## src/rtl/cpu_axi_pkg.sv

```systemverilog
// Shared definitions for the CPU-side SRAM-like bridges: transfer sizes,
// bridge FSM encoding and cache-line address alignment.
package cpu_axi_pkg;

   localparam logic [1:0] SIZE_BYTE = 2'b00;
   localparam logic [1:0] SIZE_HALF = 2'b01;
   localparam logic [1:0] SIZE_WORD = 2'b10;

   typedef enum logic [1:0] {
      StIdle = 2'd0,
      StWb   = 2'd1,
      StRf   = 2'd2
   } bridge_state_t;

   // Clear the byte-offset bits of a line address; line_words is a power of two.
   function automatic logic [31:0] line_align(input logic [31:0] addr,
                                              input int unsigned line_words);
      logic [31:0] span;
      span = line_words << 2;
      return addr & ~(span - 32'd1);
   endfunction

endpackage

```

## src/rtl/line_word_counter.sv

```systemverilog
// Issue/response counter pair for one cache-line burst of word requests.
// Throttles issue so that no more than MAX_OUTSTANDING requests are in flight.
module line_word_counter #(
   parameter int unsigned LINE_WORDS      = 4,
   parameter int unsigned MAX_OUTSTANDING = 4
) (
   input  logic                          clk,
   input  logic                          resetn,
   input  logic                          clear,
   input  logic                          issue,
   input  logic                          resp,
   output logic [$clog2(LINE_WORDS):0]   issue_cnt,
   output logic [$clog2(LINE_WORDS):0]   resp_cnt,
   output logic                          can_issue,
   output logic                          last_resp
);

   localparam int unsigned CW = $clog2(LINE_WORDS) + 1;
   localparam logic [CW-1:0] LAST_IDX = CW'(LINE_WORDS - 1);

   logic [CW-1:0] issue_d;
   logic [CW-1:0] resp_d;
   logic [CW-1:0] outstanding;

   assign outstanding = issue_cnt - resp_cnt;
   assign can_issue   = (32'(issue_cnt) < LINE_WORDS) && (32'(outstanding) < MAX_OUTSTANDING);
   assign last_resp   = resp && (resp_cnt == LAST_IDX);

   // Next-state: clear wins; otherwise issue and response advance independently.
   always_comb begin
      issue_d = issue_cnt;
      resp_d  = resp_cnt;
      if (clear) begin
         issue_d = '0;
         resp_d  = '0;
      end else begin
         if (issue) issue_d = issue_cnt + CW'(1);
         if (resp)  resp_d  = resp_cnt + CW'(1);
      end
   end

   // Counter registers.
   always_ff @(posedge clk or negedge resetn) begin
      if (!resetn) begin
         issue_cnt <= '0;
         resp_cnt  <= '0;
      end else begin
         issue_cnt <= issue_d;
         resp_cnt  <= resp_d;
      end
   end

endmodule

```

## src/rtl/cache_line_sram_bridge.sv

```systemverilog
// Turns dcache line refills and writebacks into word-sized SRAM-like requests,
// pipelining issue ahead of responses and streaming refill words back.
module cache_line_sram_bridge
   import cpu_axi_pkg::*;
#(
   parameter int unsigned LINE_WORDS      = 4,
   parameter int unsigned MAX_OUTSTANDING = 4
) (
   input  logic                       clk,
   input  logic                       resetn,
   input  logic                       rd_req,
   input  logic [31:0]                rd_addr,
   output logic                       rd_rdy,
   input  logic                       wr_req,
   input  logic [31:0]                wr_addr,
   input  logic [32*LINE_WORDS-1:0]   wr_data,
   output logic                       wr_rdy,
   output logic                       ret_valid,
   output logic                       ret_last,
   output logic [31:0]                ret_data,
   output logic                       wb_done,
   output logic                       data_req,
   output logic                       data_wr,
   output logic [1:0]                 data_size,
   output logic [31:0]                data_addr,
   output logic [3:0]                 data_wstrb,
   output logic [31:0]                data_wdata,
   input  logic                       data_addr_ok,
   input  logic                       data_data_ok,
   input  logic [31:0]                data_rdata
);

   localparam int unsigned CW = $clog2(LINE_WORDS) + 1;
   localparam int unsigned IW = $clog2(LINE_WORDS);

   bridge_state_t                 state_q, state_d;
   logic [31:0]                   base_q, base_d;
   logic [LINE_WORDS-1:0][31:0]   line_q, line_d;

   logic           clear;
   logic           issue;
   logic           resp;
   logic           can_issue;
   logic           last_resp;
   logic [CW-1:0]  issue_cnt;
   logic [CW-1:0]  resp_cnt;
   logic [IW-1:0]  word_idx;
   logic           idle;

   line_word_counter #(
      .LINE_WORDS      (LINE_WORDS),
      .MAX_OUTSTANDING (MAX_OUTSTANDING)
   ) u_counter (
      .clk       (clk),
      .resetn    (resetn),
      .clear     (clear),
      .issue     (issue),
      .resp      (resp),
      .issue_cnt (issue_cnt),
      .resp_cnt  (resp_cnt),
      .can_issue (can_issue),
      .last_resp (last_resp)
   );

   assign idle     = (state_q == StIdle);
   assign issue    = data_req && data_addr_ok;
   // Responses outside a burst are protocol errors and must not move the counters.
   assign resp     = data_data_ok && !idle;
   assign word_idx = issue_cnt[IW-1:0];

   // Request side is a pure function of registered state, so it holds through stalls.
   assign data_req   = !idle && can_issue;
   assign data_wr    = (state_q == StWb);
   assign data_size  = SIZE_WORD;
   assign data_addr  = base_q + {{(32-CW-2){1'b0}}, issue_cnt, 2'b00};
   assign data_wstrb = data_wr ? 4'hf : 4'h0;
   assign data_wdata = line_q[word_idx];

   // Writeback takes priority over a simultaneous refill request.
   assign wr_rdy    = idle;
   assign rd_rdy    = idle && !wr_req;

   assign ret_valid = (state_q == StRf) && data_data_ok;
   assign ret_last  = (state_q == StRf) && last_resp;
   assign ret_data  = data_rdata;
   assign wb_done   = (state_q == StWb) && last_resp;

   // Next-state: accept a line operation in idle, leave on its final response.
   always_comb begin
      state_d = state_q;
      base_d  = base_q;
      line_d  = line_q;
      clear   = 1'b0;
      unique case (state_q)
         StIdle: begin
            if (wr_req) begin
               state_d = StWb;
               base_d  = line_align(wr_addr, LINE_WORDS);
               line_d  = wr_data;
               clear   = 1'b1;
            end else if (rd_req) begin
               state_d = StRf;
               base_d  = line_align(rd_addr, LINE_WORDS);
               clear   = 1'b1;
            end
         end
         StWb, StRf: begin
            if (last_resp) state_d = StIdle;
         end
         default: state_d = StIdle;
      endcase
   end

   // State and latched line registers.
   always_ff @(posedge clk or negedge resetn) begin
      if (!resetn) begin
         state_q <= StIdle;
         base_q  <= '0;
         line_q  <= '0;
      end else begin
         state_q <= state_d;
         base_q  <= base_d;
         line_q  <= line_d;
      end
   end

endmodule

```

## config.mk

```make
export PLATFORM = sky130hd
export DESIGN_NAME = cache_line_sram_bridge
export DESIGN_NICKNAME = d
export VERILOG_FILES = /design/src/rtl/cpu_axi_pkg.sv /design/src/rtl/line_word_counter.sv /design/src/rtl/cache_line_sram_bridge.sv
export SDC_FILE = /design/constraint.sdc
export NUM_CORES = 1
export LEC_CHECK = 0
export ABC_AREA = 1
export BUFFER_PORTS_ARGS = -buffer_cell sky130_fd_sc_hd__buf_2
export CORE_MARGIN = 4
export CORE_UTILIZATION = 45
export CTS_BUF_LIST = sky130_fd_sc_hd__clkbuf_8
export CTS_CLUSTER_SIZE = 12
export DETAILED_ROUTE_END_ITERATION = 16
export MAX_ROUTING_LAYER = met4
export PLACE_DENSITY = 0.85
export SYNTH_ARGS = -nofsm -noshare
export SYNTH_HDL_FRONTEND = slang
export SYNTH_SLANG_ARGS = --single-unit
```

## constraint.sdc

```tcl
create_clock -name clk -period 1.6 [get_ports clk]
set_clock_uncertainty 0.1 [all_clocks]
set_input_delay 0.32 -clock clk [delete_from_list [all_inputs] [get_ports clk]]
set_output_delay 0.32 -clock clk [all_outputs]
set_load 0.02 [all_outputs]
```

==> results of run 1 <==
## timing repair
item,4_1_cts
pin swaps,58
gates cloned,29
hold endpoints to repair,289
endpoints found under the setup margin,161
hold buffers,147
buffers inserted,41
resized for setup,494
## metal layers
| layer | track usage | overflow |
|---|---|---|
| met4 | 0.721 | 53 |
| met2 | 0.883 | 44 |
| met5 | - | - |
| met3 | 0.477 | 0 |
| met1 | 0.655 | 0 |
## through the flow
stage	hold WS [ps]	instance area [sq um]
floorplan	-75.6	9020
global placement	144	10800
detailed placement	145	10800
CTS	0.155	15200
## kinds of logic after synthesis
family	share of synthesized area
xor+xnor	0.0186
buf+inv	0.0839
fa+ha+maj	0.0133
other cells	0.000888
mux	0.170
flops	0.485
simple gates	0.141
compound gates	0.0865
==> results.toml, run 1 <==
[outcome]
status = "stopped before the end"
lastStage = "global routing"
firstError = "[ERROR GRT-0232] Routing congestion too high. Check the congestion heatmap in the GUI."

[floorplanning]
io_pins = 339
die_x_um = 145
initial_core_util = 0.465
core.rowCount = 49
die_h_um = 145

[synth]
synth_edf_count = 0
synth_top_area_cell = "dfrtp_1"
synth_commonest_cells = "dfrtp_1, nand2_1, nor2_1"
synth.area.top_cells = "dfrtp_1, mux2_1, nand2_1, nor2_1, o21ai_0"
ys_ff_latch = 164
ys_seq_area_frac = 0.485
synth_top_area_share = 0.485
synth.avg_cell_area_sq_um = 9.86
synth_cell_type_count = 31
synthFlopType = "dfrtp_1"
synth_most_common_cell = "dfrtp_1"
yosys_warnings = 0
syn-cell-area_sq_um = 8460
syn_inst = 858
synth-async-reset-ratio = 1.00

[placed_design]
hpwl_um = 18400
place_congestion = 0.917
dp_cells = 1349
place_ws_ps = -446
port-buffer-count = 262

[grt]
grt_antenna_before_repair = 20
grt_start_max_net_pins = 42
grt_usage = 0.692
grt-ovfl-total = 97

[sta]
worst-endpoint-pin-kind = "primary output"
grt_repair_worst_endpoint = "data_addr[24]"

[cts]
root_buffer = "clkbuf_8"
cts.sinks = 164
htree_levels = 4
clockBufferDepth = 2
cts_buffers = 17
==> run 2, diff against run 1 <==
- CORE_UTILIZATION: 45 -> 30
- CTS_BUF_LIST: sky130_fd_sc_hd__clkbuf_8 -> not set
- CTS_CLUSTER_SIZE: 12 -> not set
- MAX_ROUTING_LAYER: met4 -> not set
- PLACE_DENSITY: 0.85 -> not set
- PLACE_DENSITY_LB_ADDON: not set -> 0.15
- clock period: 1.6 -> 2.1 ns (I/O delays scaled with it)
==> run 2 against run 1 <==
Effect of this change:
- the flow now finishes, with violations (negative setup slack)
- area after synthesis unchanged
- synthesized cell count unchanged
==> results.toml, run 2 <==
[synth]
synth-async-reset-ratio = 1.00
synth_edf_count = 0
ys_ff_latch = 164
synth.avg_cell_area_sq_um = 9.86
synth_cell_type_count = 31
synthFlopType = "dfrtp_1"
yosys_warnings = 0
synth_top_area_cell = "dfrtp_1"
synth_top_area_share = 0.485
ys_seq_area_frac = 0.485
synth.area.top_cells = "dfrtp_1, mux2_1, nand2_1, nor2_1, o21ai_0"
synth_commonest_cells = "dfrtp_1, nand2_1, nor2_1"
syn_inst = 858
syn-cell-area_sq_um = 8460
synth_most_common_cell = "dfrtp_1"

[layout]
layout-drive-gt1-share = 0.533
multi_input_area_sq_um = 4760
fill_cells = 2702
largest_reg_flops = 128
largest-register = "line_q"
syn_to_final_growth_pct = 55.0
layout.cells.non_filler = 1548
mostFrequentLayoutCell = "buf_2"
register_area_sq_um = 4120
reg.largest.list = "line_q (128), base_q (28)"
mostFrequentLayoutCells = "buf_2, dfrtp_1, mux2_1"
post-route-util = 0.472
nets = 1392

[cts]
htree_levels = 4
cts.sinks = 164
cts_tree = "done"
clk_latency_ps = 420
cts_buffers = 17
clockBufferDepth = 2
clk_pin_slew_worst_paths_ps = 90
root_buffer = "clkbuf_16"

[placed_design]
place_congestion = 0.776
hpwl_um = 17800
port-buffer-count = 262
dp_cells = 1450

[floorplanning]
die_x_um = 176
io_pins = 339
initial_core_util = 0.304
die_h_um = 176
core_area_sq_um = 27800
die_area_sq_um = 30900
core.rowCount = 61

[drt]
drtAntennaViolNets = 0
wirelength_um = 30300
via_count = 7384
drc = 0
drt_iter0_drc = 264
via_per_inst = 4.77
wl_per_cell_um = 19.5
dr.pass1.iters = 4

[worst_setup_path]
worstPathCellList = "ha_4 -> ha_4 -> nand3_4 -> nor2_4 -> nand4_4 -> buf_6 -> xor2_1 -> buf_4"
cp-start-kind = "flip-flop"
slowest_stage = "dfrtp_1"
cpPeakStageDelay_ps = 400
crit_type = "flip-flop to primary output"
path_max_fanout = 3
crit_arrival_ps = 1970
timing.critical_path.mode_cell = "ha_4"
r2r_start = "state_q[0]$_DFFE_PN0P_"
required_ps = 1580
startpoint = "u_counter.issue_cnt[2]$_DFFE_PN0P_"
end_kind = "primary output"

[power]
power_frac_clock = 0.170
p_switching_uw = 8070
pwr_density_cell_nw_per_um2 = 1480
combPwrFrac = 0.513
finalPower_uw = 19400
switching_share = 0.416
leakagePower_uw = 0.00590
pwr-share-seq = 0.317
ir_drop_v = 0.000639
p_int_uw = 11300

[sta]
fmax_ghz = 0.401
fin_ws_ps = -393
rsz0062_at_grt = "true"
maxSlewViolCount = 0
finalSetupViolations = 59
min_period_over_period = 1.19
final.min_clock_period_ps = 2490
hold_viol_final = 0

[grt]
grt_start_max_net_pins = 53
grt_antenna_before_repair = 10
grt_usage = 0.189
grt-ovfl-total = 0
grt_pass1_wl_um = 44700
grt_pass1_vias = 7493

[min_path]
hp-class = "input pin to flip-flop"
hold_start = "wr_data[5]"

[outcome]
failed_checks = "negative setup slack"
status = "complete, but fails checks"

[flow_run]
maxCapViolCount = 0
run 2: final cells by class:
type | instances | share of cell area
antenna | 4 | 0.000763
clock buffer | 17 | 0.0324
clock inverter | 15 | 0.0154
inverter | 30 | 0.00935
multi-input combinational | 579 | 0.363
sequential | 164 | 0.314
tap | 378 | 0.0361
timing repair buffer | 361 | 0.229
run 2: repair_timing:
action / CTS / global route
pin swaps: 58 / 65
setup endpoints to repair: 62 / 62
endpoints found under the hold margin: 40 / 0
hold buffers: 1 / 0
gates resized for setup: 282 / 194
buffers inserted: 23 / 21
gates cloned: 18 / 3
run 2: kinds of logic (layout without fill, tap and decap cells):
kind of cell	after synthesis	in the layout	share of synthesized area
fa+ha+maj	9	9	0.0133
compound gates	131	131	0.0865
buf+inv	117	423	0.0839
flops	164	164	0.485
other cells	2	8	0.000888
xor+xnor	18	18	0.0186
simple gates	289	289	0.141
mux	128	128	0.170
run 2: path summary, 6_finish.rpt:
| path | endpoint | slack [ps] | depth (start not counted) |
|---|---|---|---|
| max in group asynchronous | line_q[106]$_DFFE_PN0P_ | 890 | 3 |
| worst min register to register | u_counter.resp_cnt[0]$_DFFE_PN0P_ | 390 | 1 |
| worst max register to register | line_q[63]$_DFFE_PN0P_ | 190 | 6 |
| worst max-delay path | data_addr[20] | -390 | 8 |
| worst min-delay path | line_q[5]$_DFFE_PN0P_ | 80 | 2 |
| min in group asynchronous | base_q[21]$_DFFE_PN0P_ | 400 | 2 |
run 2: critical path: cells and delay by family, from the launching register on:
kind                     cells  cell delay, ps
flip-flops                   1             400
AND/OR/NAND/NOR              3             390
buffers and inverters        2             310
adder cells (fa/ha/maj)      2             300
XOR/XNOR                     1             130
run 2: power groups by stage:
stage | Sequential, uW | Clock, uW | Combinational [uW]
6_report | 6150 | 3300 | 9970
5_1_grt | 6370 | 3500 | 10800
4_1_cts | 5970 | 3380 | 8860
3_5_place_dp | 5800 | 0 | 6650
3_3_place_gp | 5750 | 0 | 6600
2_1_floorplan | 5510 | 0 | 4810
run 2: per-stage QoR:
| step | worst slack [ps] | hold WS (ps) | instance area (sq um) | setup TNS, ps |
|---|---|---|---|---|
| 6_report | -393 | 85.0 | 13100 | -10200 |
| 5_1_grt | -512 | 70.8 | 13100 | -14920 |
| 4_1_cts | -431 | 61.6 | 12300 | -13240 |
| 3_5_place_dp | -17.2 | 314 | 10100 | -33.3 |
| 3_3_place_gp | 11.3 | 316 | 10100 | 0 |
| 2_1_floorplan | 34.3 | 24.4 | 8490 | 0 |
run 2: metal layers:
metal / track usage / vias up / routed length [um]
met2: 0.309 / 221 / 14700
met5: 0 / - / 84
met3: 0.0605 / 47 / 2180
met1: 0.243 / 3636 / 12800
li1: - / 3468 / -
met4: 0.0539 / 12 / 543
Power figures use the tool's default switching activity.
==> run 3, diff against run 2 <==
- TNS_END_PERCENT: not set -> 20
==> run 3 against run 2 <==
Effect of this change:
- critical path depth is the same
- highest routed layer unchanged
- critical path type unchanged
- setup slack worse by 4.3 ps
- die area unchanged
- the flow still finishes with violations (negative setup slack)
- routed wire length fell by 16%
- first-iteration DRC count decreased by 20%
==> results.toml, run 3 (same netlist as run 2, synthesis figures left out) <==
[grt]
grt_start_max_net_pins = 66
grt_antenna_before_repair = 13
grt_pass1_vias = 7211
grt_usage = 0.162
grt_pass1_wl_um = 39400
grt-ovfl-total = 0

[layout]
fin_area_sq_um = 11400
largest-register = "line_q"
syn_to_final_growth_pct = 34.7
register_area_sq_um = 4120
layout.cells.non_filler = 1505
fill_cells = 2844
largest_reg_flops = 128
mostFrequentLayoutCells = "buf_2, dfrtp_1, nand2_1"
reg.largest.list = "line_q (128), base_q (28)"
mostFrequentLayoutCell = "buf_2"
layout-drive-gt1-share = 0.388
multi_input_area_sq_um = 3970
nets = 1347

[drt]
drc = 0
wl_per_cell_um = 16.8
dr.pass1.iters = 4
drt_iter0_drc = 211
wirelength_um = 25300
drtAntennaViolNets = 0
via_count = 6973
via_per_inst = 4.63

[outcome]
failed_checks = "negative setup slack"
status = "complete, but fails checks"

[cts]
clk_pin_slew_worst_paths_ps = 90
cts_buffers = 17
htree_levels = 4
cts_tree = "done"
root_buffer = "clkbuf_16"
clockBufferDepth = 2
clk_latency_ps = 430
cts.sinks = 164

[min_path]
holdPathEnd = "line_q[6]$_DFFE_PN0P_"
holdPathStages = 2
hp-class = "input pin to flip-flop"
hold_start = "wr_data[6]"

[sta]
finalSetupViolations = 59
hold_viol_final = 0
holdWs_ps = 85.7
relSlewSlack = 0.661
final.setup.tns_ps = -11260
rsz0062_at_grt = "true"
fin_ws_ps = -397
min_period_over_period = 1.19
worstMarginPinSlew_ps = 509
maxSlewViolCount = 0
final.min_clock_period_ps = 2500
fmax_ghz = 0.400

[worst_setup_path]
rrSetupSlack_ps = 320
required_ps = 1580
r2r_cells = 5
crit_arrival_ps = 1980
r2r_start = "state_q[0]$_DFFE_PN0P_"
worstPathCellList = "ha_4 -> ha_4 -> nand3_4 -> nor2_4 -> nand4_4 -> buf_4 -> xor2_1 -> buf_4"
cp-start-kind = "flip-flop"
path_buf_inv = 2
path_max_fanout = 3
startpoint = "base_q[4]$_DFFE_PN0P_"
r2r-end = "line_q[110]$_DFFE_PN0P_"
cpPeakStageDelay_ps = 420
end_kind = "primary output"
critPathTopFamily = "flip-flops"
slowest_stage = "dfrtp_1"
crit_type = "flip-flop to primary output"

[placed_design]
dpl_cell_area_sq_um = 10100
dp_cells = 1451
place_congestion = 0.798
port-buffer-count = 262
hpwl_um = 17900

[floorplanning]
die_area_sq_um = 30900
die_h_um = 176
die_x_um = 176
core.rowCount = 61
core_area_sq_um = 27800
io_pins = 339
initial_core_util = 0.304

[power]
ir_drop_v = 0.000555
finalPower_uw = 16700
pwr_density_cell_nw_per_um2 = 1460
leakagePower_uw = 0.00531

[flow_run]
maxCapViolCount = 0
==> run 3: area by class of cell <==
| type | count | area share |
|---|---|---|
| antenna | 6 | 0.00132 |
| clock buffer | 17 | 0.0373 |
| clock inverter | 15 | 0.0171 |
| inverter | 30 | 0.0103 |
| multi-input combinational | 579 | 0.348 |
| sequential | 164 | 0.361 |
| tap | 378 | 0.0415 |
| timing repair buffer | 316 | 0.183 |
==> run 3: power by group <==
group,switching (uW),internal (uW)
Combinational,4110,3440
Sequential,1020,4770
Clock,1660,1650
==> run 3: worst max-delay path by stage <==
stage | end | slack, ps | depth (start not counted)
after floorplan | data_addr[24] | -20 | 7
after global placement | data_addr[18] | -0.9 | 8
after detailed placement | data_addr[22] | -50 | 8
after CTS | data_addr[18] | -410 | 8
after global routing | data_addr[28] | -500 | 10
final | data_addr[20] | -400 | 8
==> run 3: worst reg2reg max path: stages (launching register included) <==
cell	delay (ps)
dfrtp_1	390
inv_2	70
ha_4	190
nand2_4	220
buf_4	320
mux2_1	360
==> run 3: timing repair <==
action | CTS | global route
buffers inserted | 4 | 11
hold buffers | 1 | 0
setup endpoints to repair | 62 | 62
gates cloned | 0 | 0
resized for setup | 129 | 50
endpoints found under the hold margin | 41 | 0
pin swaps | 9 | 15
==> run 3: per-stage QoR <==
step                setup slack, ps  utilization
floorplan                     -21.0            -
global placement             -0.891        0.363
detailed placement            -46.2        0.363
CTS                            -408        0.400
global route                   -501        0.410
finish                         -397        0.410
==> run 3: metal layers <==
| layer | global-route usage | vias up | share of wire | wire length, um |
|---|---|---|---|---|
| met5 | 0 | - | 0.0046 | 116 |
| met4 | 0.0439 | 16 | 0.018 | 449 |
| met3 | 0.0622 | 53 | 0.076 | 1930 |
| met2 | 0.266 | 183 | 0.47 | 11900 |
| met1 | 0.200 | 3349 | 0.43 | 10900 |
| li1 | - | 3372 | - | - |
==> run 4, diff against run 3 <==
- CORE_MARGIN: 4 -> 2
- GPL_TIMING_DRIVEN: not set -> 0
==> run 4 against run 3 <==
Effect of this change:
- clock power decreased by 2%
- largest cell class unchanged
- sequential share of layout area decreased by 2.7 points
- via count increased by 6.6%
- global-route usage increased by 2.5 points
- sequential power increased by 2%
- largest power group unchanged
- first-iteration DRC count increased by 50%
- routed wire length increased by 9.6%
- highest routed layer unchanged
- the flow still finishes with violations (negative setup slack)
==> results.toml, run 4 (same netlist as run 2, synthesis figures left out) <==
[layout]
multi_input_area_sq_um = 4110
post-route-util = 0.443
syn_to_final_growth_pct = 45.4
largest-register = "line_q"
nets = 1445
layout-drive-gt1-share = 0.456
reg.largest.list = "line_q (128), base_q (28)"
mostFrequentLayoutCell = "buf_2"
mostFrequentLayoutCells = "buf_2, dfrtp_1, nand2_1"
largest_reg_flops = 128
register_area_sq_um = 4110
fill_cells = 2819

[cts]
htree_levels = 4
cts_buffers = 17
clk_pin_slew_worst_paths_ps = 80
clk_latency_ps = 420
cts.sinks = 164
cts_tree = "done"
clockBufferDepth = 2
root_buffer = "clkbuf_16"

[drt]
via_per_inst = 4.63
drtAntennaViolNets = 0
drt_iter0_drc = 316
via_count = 7432
drc = 0
wl_per_cell_um = 17.3
dr.pass1.iters = 4
wirelength_um = 27700

[grt]
grt-ovfl-total = 0
grt_start_max_net_pins = 90
grt_usage = 0.187
grt_antenna_before_repair = 12
grt_pass1_wl_um = 41400
grt_pass1_vias = 7394

[sta]
holdWs_ps = 88.9
maxSlewViolCount = 0
rsz0062_at_grt = "true"
final.min_clock_period_ps = 2490
fin_ws_ps = -392
fmax_ghz = 0.401
relSlewSlack = 0.511
hold_viol_final = 0
final.setup.tns_ps = -12840
finalSetupViolations = 59
worstMarginPinSlew_ps = 733
min_period_over_period = 1.19

[worst_setup_path]
crit_arrival_ps = 1970
end_kind = "primary output"
cp-start-kind = "flip-flop"
path_max_fanout = 3
crit_type = "flip-flop to primary output"
required_ps = 1580

[placed_design]
place_congestion = 0.780
port-buffer-count = 294
hpwl_um = 20100

[flow_run]
maxCapViolCount = 0

[power]
pwr_density_cell_nw_per_um2 = 1430
ir_drop_v = 0.000563
leakagePower_uw = 0.00580
finalPower_uw = 17600

[floorplanning]
die_area_sq_um = 29600
io_pins = 339
die_h_um = 172
core.rowCount = 61
core_area_sq_um = 27800
die_x_um = 172
initial_core_util = 0.304

[outcome]
failed_checks = "negative setup slack"
status = "complete, but fails checks"

[min_path]
hp-class = "input pin to flip-flop"
run 4: routing by layer:
metal	up-vias	wire, um	GRT usage	part of all wire
li1	3565	-	-	-
met1	3601	12000	0.237	0.43
met2	231	13400	0.312	0.48
met3	25	2010	0.0545	0.073
met4	10	263	0.0482	0.0095
met5	-	56	0	0.0020
run 4: cell type report:
type	count	share of cell area
diodes	7	0.00142
plain buffers	86	0.0623
clock buffers	17	0.0346
clock inverters	15	0.0167
inverters	30	0.00977
multi-input cells	579	0.334
flip-flops and latches	164	0.334
well taps	378	0.0385
repair buffers	328	0.168
run 4: repair_timing:
item | 4_1_cts | 5_1_grt
setup buffers | 21 | 5
gates cloned | 6 | 0
endpoints found under the hold margin | 88 | 0
pin swaps | 30 | 15
hold buffers | 1 | 0
gates resized for setup | 210 | 57
endpoints found under the setup margin | 62 | 66
run 4: worst max-delay path, cell delays in order (launching register included):
cell and delay [ps]:
dfrtp_1 410, ha_4 170, ha_4 140, nand3_4 80
nor2_4 170, nand4_4 130, buf_4 170, xor2_2 130
buf_4 160
run 4: path summary, 6_finish.rpt:
| path | startpoint | to | slack (ps) | depth (start not counted) |
|---|---|---|---|---|
| max in group asynchronous | resetn | u_counter.issue_cnt[0]$_DFFE_PN0P_ | 530 | 3 |
| max reg2reg | state_q[0]$_DFFE_PN0P_ | line_q[81]$_DFFE_PN0P_ | 200 | 6 |
| max | u_counter.issue_cnt[2]$_DFFE_PN0P_ | data_addr[20] | -390 | 8 |
| min | wr_data[26] | line_q[26]$_DFFE_PN0P_ | 90 | 2 |
| min in group asynchronous | resetn | line_q[5]$_DFFE_PN0P_ | 480 | 2 |
| min reg2reg | line_q[57]$_DFFE_PN0P_ | line_q[57]$_DFFE_PN0P_ | 390 | 1 |
run 4: power breakdown:
part	internal, uW	switching (uW)	leakage [uW]	total (uW)
registers	4770	1150	0.00192	5920
clock network	1640	1610	0.000299	3250
logic	3930	4480	0.00359	8410
run 4: per-stage QoR:
stage                     instance area, sq um  setup slack, ps  std cells
after detailed placement                 10500             -403       1533
after CTS                                12100             -479       1592
after global placement                   10400            -2330       1532
after global routing                     12300             -515       1600
final                                    12300             -392       1604
after floorplan                           8470            -21.0        860
